===== src/rtl/w450_mmio.sv =====
// w450_mmio: memory-mapped I/O stage between the core's write port / read
// port 1 and the memory array. Decodes a 16-byte I/O window holding a
// transmit FIFO data port, a status register and a sticky halt register.
module w450_mmio #(
  parameter int unsigned    n       = 8,
  parameter int unsigned    DEPTH   = 4,
  parameter logic [n-1:0]   IO_BASE = 8'hF0
) (
  input  logic         clk,
  input  logic         reset,
  input  logic [n-1:0] cpu_wr_data,
  input  logic [n-1:0] cpu_wr_addr,
  input  logic         cpu_wr_en,
  input  logic [n-1:0] cpu_rd_addr1,
  output logic [n-1:0] cpu_rd_data1,
  output logic [n-1:0] mem_wr_data,
  output logic [n-1:0] mem_wr_addr,
  output logic         mem_wr_en,
  output logic [n-1:0] mem_rd_addr1,
  input  logic [n-1:0] mem_rd_data1,
  output logic [n-1:0] tx_data,
  output logic         tx_valid,
  input  logic         tx_ready,
  output logic         halted
);

  localparam int unsigned AW = (DEPTH > 1) ? $clog2(DEPTH) : 1;
  localparam int unsigned CW = AW + 1;

  typedef logic [n-1:0] word_t;

  // Window offsets of the decoded registers
  localparam word_t OFF_TXDATA = word_t'(0);
  localparam word_t OFF_STATUS = word_t'(1);
  localparam word_t OFF_HALT   = word_t'(15);
  localparam word_t WIN_SIZE   = word_t'(16);

  // FIFO storage and bookkeeping
  word_t          r_store [DEPTH];
  logic [AW-1:0]  r_head;
  logic [AW-1:0]  r_tail;
  logic [CW-1:0]  r_count;
  logic           r_ovf;
  logic           r_halted;

  // Decode and handshake wires
  word_t          w_wr_off;
  word_t          w_rd_off;
  logic           w_wr_win;
  logic           w_rd_win;
  logic           w_wr_ok;
  logic           w_wr_tx;
  logic           w_wr_status;
  logic           w_wr_halt;
  logic           w_full;
  logic           w_empty;
  logic           w_pop;
  logic           w_push;
  logic           w_drop;
  logic [7:0]     w_status;

  // Address decode for both the write port and read port 1
  always_comb begin
    w_wr_off    = cpu_wr_addr - IO_BASE;
    w_rd_off    = cpu_rd_addr1 - IO_BASE;
    w_wr_win    = (cpu_wr_addr >= IO_BASE) && (w_wr_off < WIN_SIZE);
    w_rd_win    = (cpu_rd_addr1 >= IO_BASE) && (w_rd_off < WIN_SIZE);
    // A halted core may not write anywhere, including the I/O registers
    w_wr_ok     = cpu_wr_en && !r_halted;
    w_wr_tx     = w_wr_ok && w_wr_win && (w_wr_off == OFF_TXDATA);
    w_wr_status = w_wr_ok && w_wr_win && (w_wr_off == OFF_STATUS);
    w_wr_halt   = w_wr_ok && w_wr_win && (w_wr_off == OFF_HALT);
  end

  // FIFO handshake: a pop on a full FIFO frees the slot for a same-edge push
  always_comb begin
    w_full   = (r_count == CW'(DEPTH));
    w_empty  = (r_count == '0);
    w_pop    = !w_empty && tx_ready;
    w_push   = w_wr_tx && (!w_full || w_pop);
    w_drop   = w_wr_tx && w_full && !w_pop;
    w_status = {r_halted, 4'(r_count), r_ovf, w_empty, w_full};
  end

  // Write routing: outside the window and the halt register reach memory
  always_comb begin
    mem_wr_data = cpu_wr_data;
    mem_wr_addr = cpu_wr_addr;
    mem_wr_en   = w_wr_ok && (!w_wr_win || (w_wr_off == OFF_HALT));
  end

  // Read port 1 mux: status register, zero for other I/O slots, else memory
  always_comb begin
    mem_rd_addr1 = cpu_rd_addr1;
    cpu_rd_data1 = mem_rd_data1;
    if (w_rd_win) begin
      if (w_rd_off == OFF_STATUS) begin
        cpu_rd_data1 = word_t'(w_status);
      end else if (w_rd_off != OFF_HALT) begin
        cpu_rd_data1 = '0;
      end
    end
  end

  // FIFO data storage; contents are don't-care until written, so no reset
  always_ff @(posedge clk) begin
    if (w_push) begin
      r_store[r_tail] <= cpu_wr_data;
    end
  end

  // FIFO pointers and occupancy count
  always_ff @(posedge clk or posedge reset) begin
    if (reset) begin
      r_head  <= '0;
      r_tail  <= '0;
      r_count <= '0;
    end else begin
      if (w_pop) begin
        r_head <= r_head + AW'(1);
      end
      if (w_push) begin
        r_tail <= r_tail + AW'(1);
      end
      case ({w_push, w_pop})
        2'b10:   r_count <= r_count + CW'(1);
        2'b01:   r_count <= r_count - CW'(1);
        default: r_count <= r_count;
      endcase
    end
  end

  // Sticky overflow (cleared by any STATUS write) and sticky halt
  always_ff @(posedge clk or posedge reset) begin
    if (reset) begin
      r_ovf    <= 1'b0;
      r_halted <= 1'b0;
    end else begin
      if (w_drop) begin
        r_ovf <= 1'b1;
      end else if (w_wr_status) begin
        r_ovf <= 1'b0;
      end
      if (w_wr_halt && (cpu_wr_data == word_t'(1))) begin
        r_halted <= 1'b1;
      end
    end
  end

  // Transmit side and halt flag outputs come straight from registers
  always_comb begin
    tx_data  = r_store[r_head];
    tx_valid = !w_empty;
    halted   = r_halted;
  end

endmodule


===== config.mk =====
export PLATFORM = sky130hd
export DESIGN_NAME = w450_mmio
export DESIGN_NICKNAME = d
export VERILOG_FILES = /design/src/rtl/w450_mmio.sv
export SDC_FILE = /design/constraint.sdc
export NUM_CORES = 1
export LEC_CHECK = 0
export ABC_AREA = 1
export ABC_CLOCK_PERIOD_IN_PS = 2800
export BUFFER_PORTS_ARGS = -buffer_cell sky130_fd_sc_hd__buf_2
export CORE_MARGIN = 10
export CORE_UTILIZATION = 30
export CTS_CLUSTER_DIAMETER = 150
export DETAILED_ROUTE_END_ITERATION = 8
export HOLD_SLACK_MARGIN = 0.06
export SLEW_MARGIN = 10
export SYNTH_ARGS = -nofsm -noshare
export SYNTH_HDL_FRONTEND = slang
export SYNTH_SLANG_ARGS = --single-unit

===== constraint.sdc =====
create_clock -name clk -period 2.8 [get_ports clk]
set_input_delay 0.56 -clock clk [delete_from_list [all_inputs] [get_ports clk]]
set_output_delay 0.56 -clock clk [all_outputs]
set_load 0.05 [all_outputs]

==> reports/qor.txt <==
STATUS
--------------------------------------------------------------------------------
Status ............................................................ finished, final reports clean

GLOBAL ROUTE
--------------------------------------------------------------------------------
First-pass GRT wire length ........................................      8250 um
Total congestion overflow after global routing ....................            0
Number of global-route vias before repair .........................         1733
Maximum number of pins on one net before global-route repair ......           18
Overall track demand over capacity in global routing ..............       0.0895
Antenna violations before repair ..................................            0

DRT
--------------------------------------------------------------------------------
Detail-routed net length per standard cell ........................      13.4 um
Vias/cell .........................................................         4.23
Number of design rule violations left after detail routing ........            0
Vias ..............................................................         1579
Number of detailed-route iterations in the first pass .............            4
Aggregate routed wire length ......................................      5000 um
ANT nets after route ..............................................            0
Starting DRT DRC Count ............................................           67

LAYOUT
--------------------------------------------------------------------------------
Area used by multi-input combinational logic ......................      709 um2
Fraction of final layout cells with drive strength greater than 1 .        0.405
Layout Cells excl Fill ............................................          373
P&R area growth vs syn ............................................        21.2%
Layout Nets .......................................................          314
Filler cell count in the final layout .............................          760
Area used by sequential logic in the layout .......................  0.00119 mm2
Number of inserted diodes .........................................            0
Util after Layout .................................................        0.370

TIMING
--------------------------------------------------------------------------------
Worst setup skew after layout .....................................   0.00605 ns
Setup violators final .............................................            0
Period utilization ................................................        0.812
Hold violation total from the final report ........................            0
Worst slew pin tran ...............................................     0.524 ns
Headroom to the max-slew limit ....................................        0.650
Summed negative setup slack over all endpoints ....................         0 ns
Min cycle time layout .............................................      2.27 ns
Peak clock frequency supported by timing ..........................      440 MHz
RSZ-0062 raised after global routing ..............................        false
Count of pins over their slew limit ...............................            0
Min setup slack post-route ........................................     0.526 ns

FLOORPLAN
--------------------------------------------------------------------------------
Initial Utilization ...............................................        0.306
Num rows ..........................................................           31
Core outline area .................................................  0.00721 mm2
Floorplan die area ................................................   0.0112 mm2
Ports .............................................................           79
Vert. Die Dim .....................................................       106 um
Die Span X ........................................................       106 um

SYNTHESIS
--------------------------------------------------------------------------------
Post-Synth Simple-Gate Area .......................................        0.181
Synth warn ........................................................            0
Most area-consuming cells after synthesis ......................... edfxtp_1 (44%), dfrtp_1 (10%), buf_4 (8.5%), inv_1 (4.6%), nor2_1 (4.6%)
Synthesized-area fraction occupied by adder cells .................       0.0318
Number of flip-flops and latches in the synthesized netlist .......           41
Synthesized-area fraction occupied by xor and xnor cells ..........      0.00794
Compound-Gate Fraction of Synth Area ..............................        0.101
Main combinational cell family by area after synthesis ............ simple AND/OR/NAND/NOR gates
Portion of the post-synthesis area used by sequential elements ....        0.538
Area leader, netlist ..............................................     edfxtp_1
Syn Inst Count ....................................................          211
Distinct cell type count of the synthesized netlist ...............           29
Syn Nets ..........................................................          252
Synthesized area per cell .........................................     10.5 um2
Area share of the largest cell type after synthesis ...............        0.436
Post-Syn Area .....................................................  0.00221 mm2
Multiplexer share of the synthesized area .........................            0

CTS
--------------------------------------------------------------------------------
Max Root-Sink Buffers .............................................            2
Number of clock sinks .............................................           41
Number of CTS-inserted buffers ....................................            5
TritonCTS clock tree ..............................................         done
CTS H-tree depth ..................................................            2
Clock Latency Late Sink ...........................................      0.29 ns
Worst-path clk slew ...............................................      0.07 ns
Clk root buf ......................................................     clkbuf_8
Hold-fix buffers, CTS .............................................            0
Post-cts resize count .............................................            0
Post-CTS Setup Bufs ...............................................            0

JOB
--------------------------------------------------------------------------------
Max-cap viol count ................................................            0

SETUP PATH
--------------------------------------------------------------------------------
Critical-path maximum fanout ......................................           17
Data arrival at the endpoint of the critical path .................      1.71 ns
Startpoint Class ..................................................     register
Type of destination of the critical path ..........................   output pin
CP Class ..........................................................      reg2out
Worst Path Required ...............................................      2.24 ns

PLACEMENT
--------------------------------------------------------------------------------
GP Congestion .....................................................        0.684
Port-buffer cells .................................................           78
Placed insts ......................................................          365
Post-DP HPWL ......................................................      3940 um
Place WS ..........................................................     0.595 ns

POWER AND IR DROP
--------------------------------------------------------------------------------
Leakage power .....................................................      1.19 nW
IR Drop Worst-Case VDD ............................................     0.143 mV
P per Cell Area ...................................................   492 mW/mm2

MIN PATH
--------------------------------------------------------------------------------
Worst hold path class .............................................     in2async

-- stage by stage --
stage | cell area (um2) | power [mW] | hold WS [ns]
after floorplan | 2210 | 0.808 | 0.388
after global placement | 2560 | 0.849 | 0.513
after detailed placement | 2560 | 0.851 | 0.508
after CTS | 2670 | 1.33 | 0.244
after global routing | 2670 | 1.36 | 0.259
final | 2670 | 1.31 | 0.239
-- kinds of logic (layout without fill, tap and decap cells) --
kind of cell,count (synthesis),after routing
AOI/OAI and AO/OA,36,36
xor gates and xnor gates,2,2
adders and majority gates,5,5
DFF,41,41
buffers and inverters,57,120
and+or+nand+nor,70,70
-- worst max-delay path: stages (launching register included) --
cell and delay [ns]:
dfrtp_1 0.38, inv_1 0.40, o21ai_0 0.15, o22ai_1 0.20, buf_2 0.31
-- final cells by class --
cell class | count | area share
Clock buffer | 7 | 0.0323
Clock inverter | 1 | 0.0112
Inverter | 29 | 0.0407
Multi-Input combinational cell | 113 | 0.265
Sequential cell | 41 | 0.444
Tap cell | 99 | 0.0463
Timing Repair Buffer | 83 | 0.160
-- worst paths after layout --
check	startpoint	end	slack, ns	depth (start not counted)
min in group clk	cpu_wr_data[0]	r_store[3][0]	0.51	1
max in group asynchronous	reset	r_head[0]	2.28	2
hold reg to reg	r_count[2]	r_count[2]	0.52	2
setup reg to reg	r_count[1]	r_count[2]	1.02	11
hold / removal	reset	r_count[2]	0.24	2
setup / recovery	r_head[0]	tx_data[6]	0.53	4
-- state kept, by name, summed over array words and instances (netlist names) --
name     cells
r_store     32
r_ovf        1
halted       1
r_tail       2
r_head       2
r_count      3
-- layout by cell type (no fill, tap or decap), types with 3 or more instances in the layout --
| cell | instances |
|---|---|
| buf_4 | 5 |
| nand4_1 | 3 |
| nand2_1 | 13 |
| dfrtp_1 | 9 |
| nand3_1 | 5 |
| edfxtp_1 | 32 |
| o22ai_1 | 14 |
| clkbuf_8 | 6 |
| nor2_1 | 27 |
| inv_1 | 27 |
| buf_2 | 78 |
| nor2_4 | 5 |
| o21ai_0 | 19 |
| nand2_2 | 7 |
| ha_1 | 4 |
-- power breakdown --
group	internal (mW)	total, mW	switching [mW]
Clock	0.290	0.479	0.189
Combinational	0.0427	0.179	0.136
Sequential	0.656	0.656	0.0000515
-- cell usage after synthesis --
cell type and n:
nor2_2 1, inv_1 27, inv_2 2, xor2_1 2
ha_1 4, o21ai_0 19, nand2_4 2, a41oi_4 1
nor2_4 5, dfrtp_1 9, nand2_2 7, buf_1 1
buf_4 25, buf_2 2, nor3_1 1, a21oi_1 1
nand3b_1 1, nand2_1 13, edfxtp_1 32, a21boi_0 1
nor2_1 27, o22ai_1 14, nand4_1 3, nor4b_4 1
nand3_2 1, nand3_4 1, nor4_1 2, nand3_1 5
fa_1 1
-- metal layers --
metal / vias to the layer above / part of all wire / GRT usage
met1: 724 / 0.44 / 0.101
li1: 812 / - / -
met5: - / 0 / 0
met3: 6 / 0.041 / 0.0268
met2: 37 / 0.51 / 0.156
met4: 0 / 0.014 / 0.0319
(Power assumes the default switching activity.)
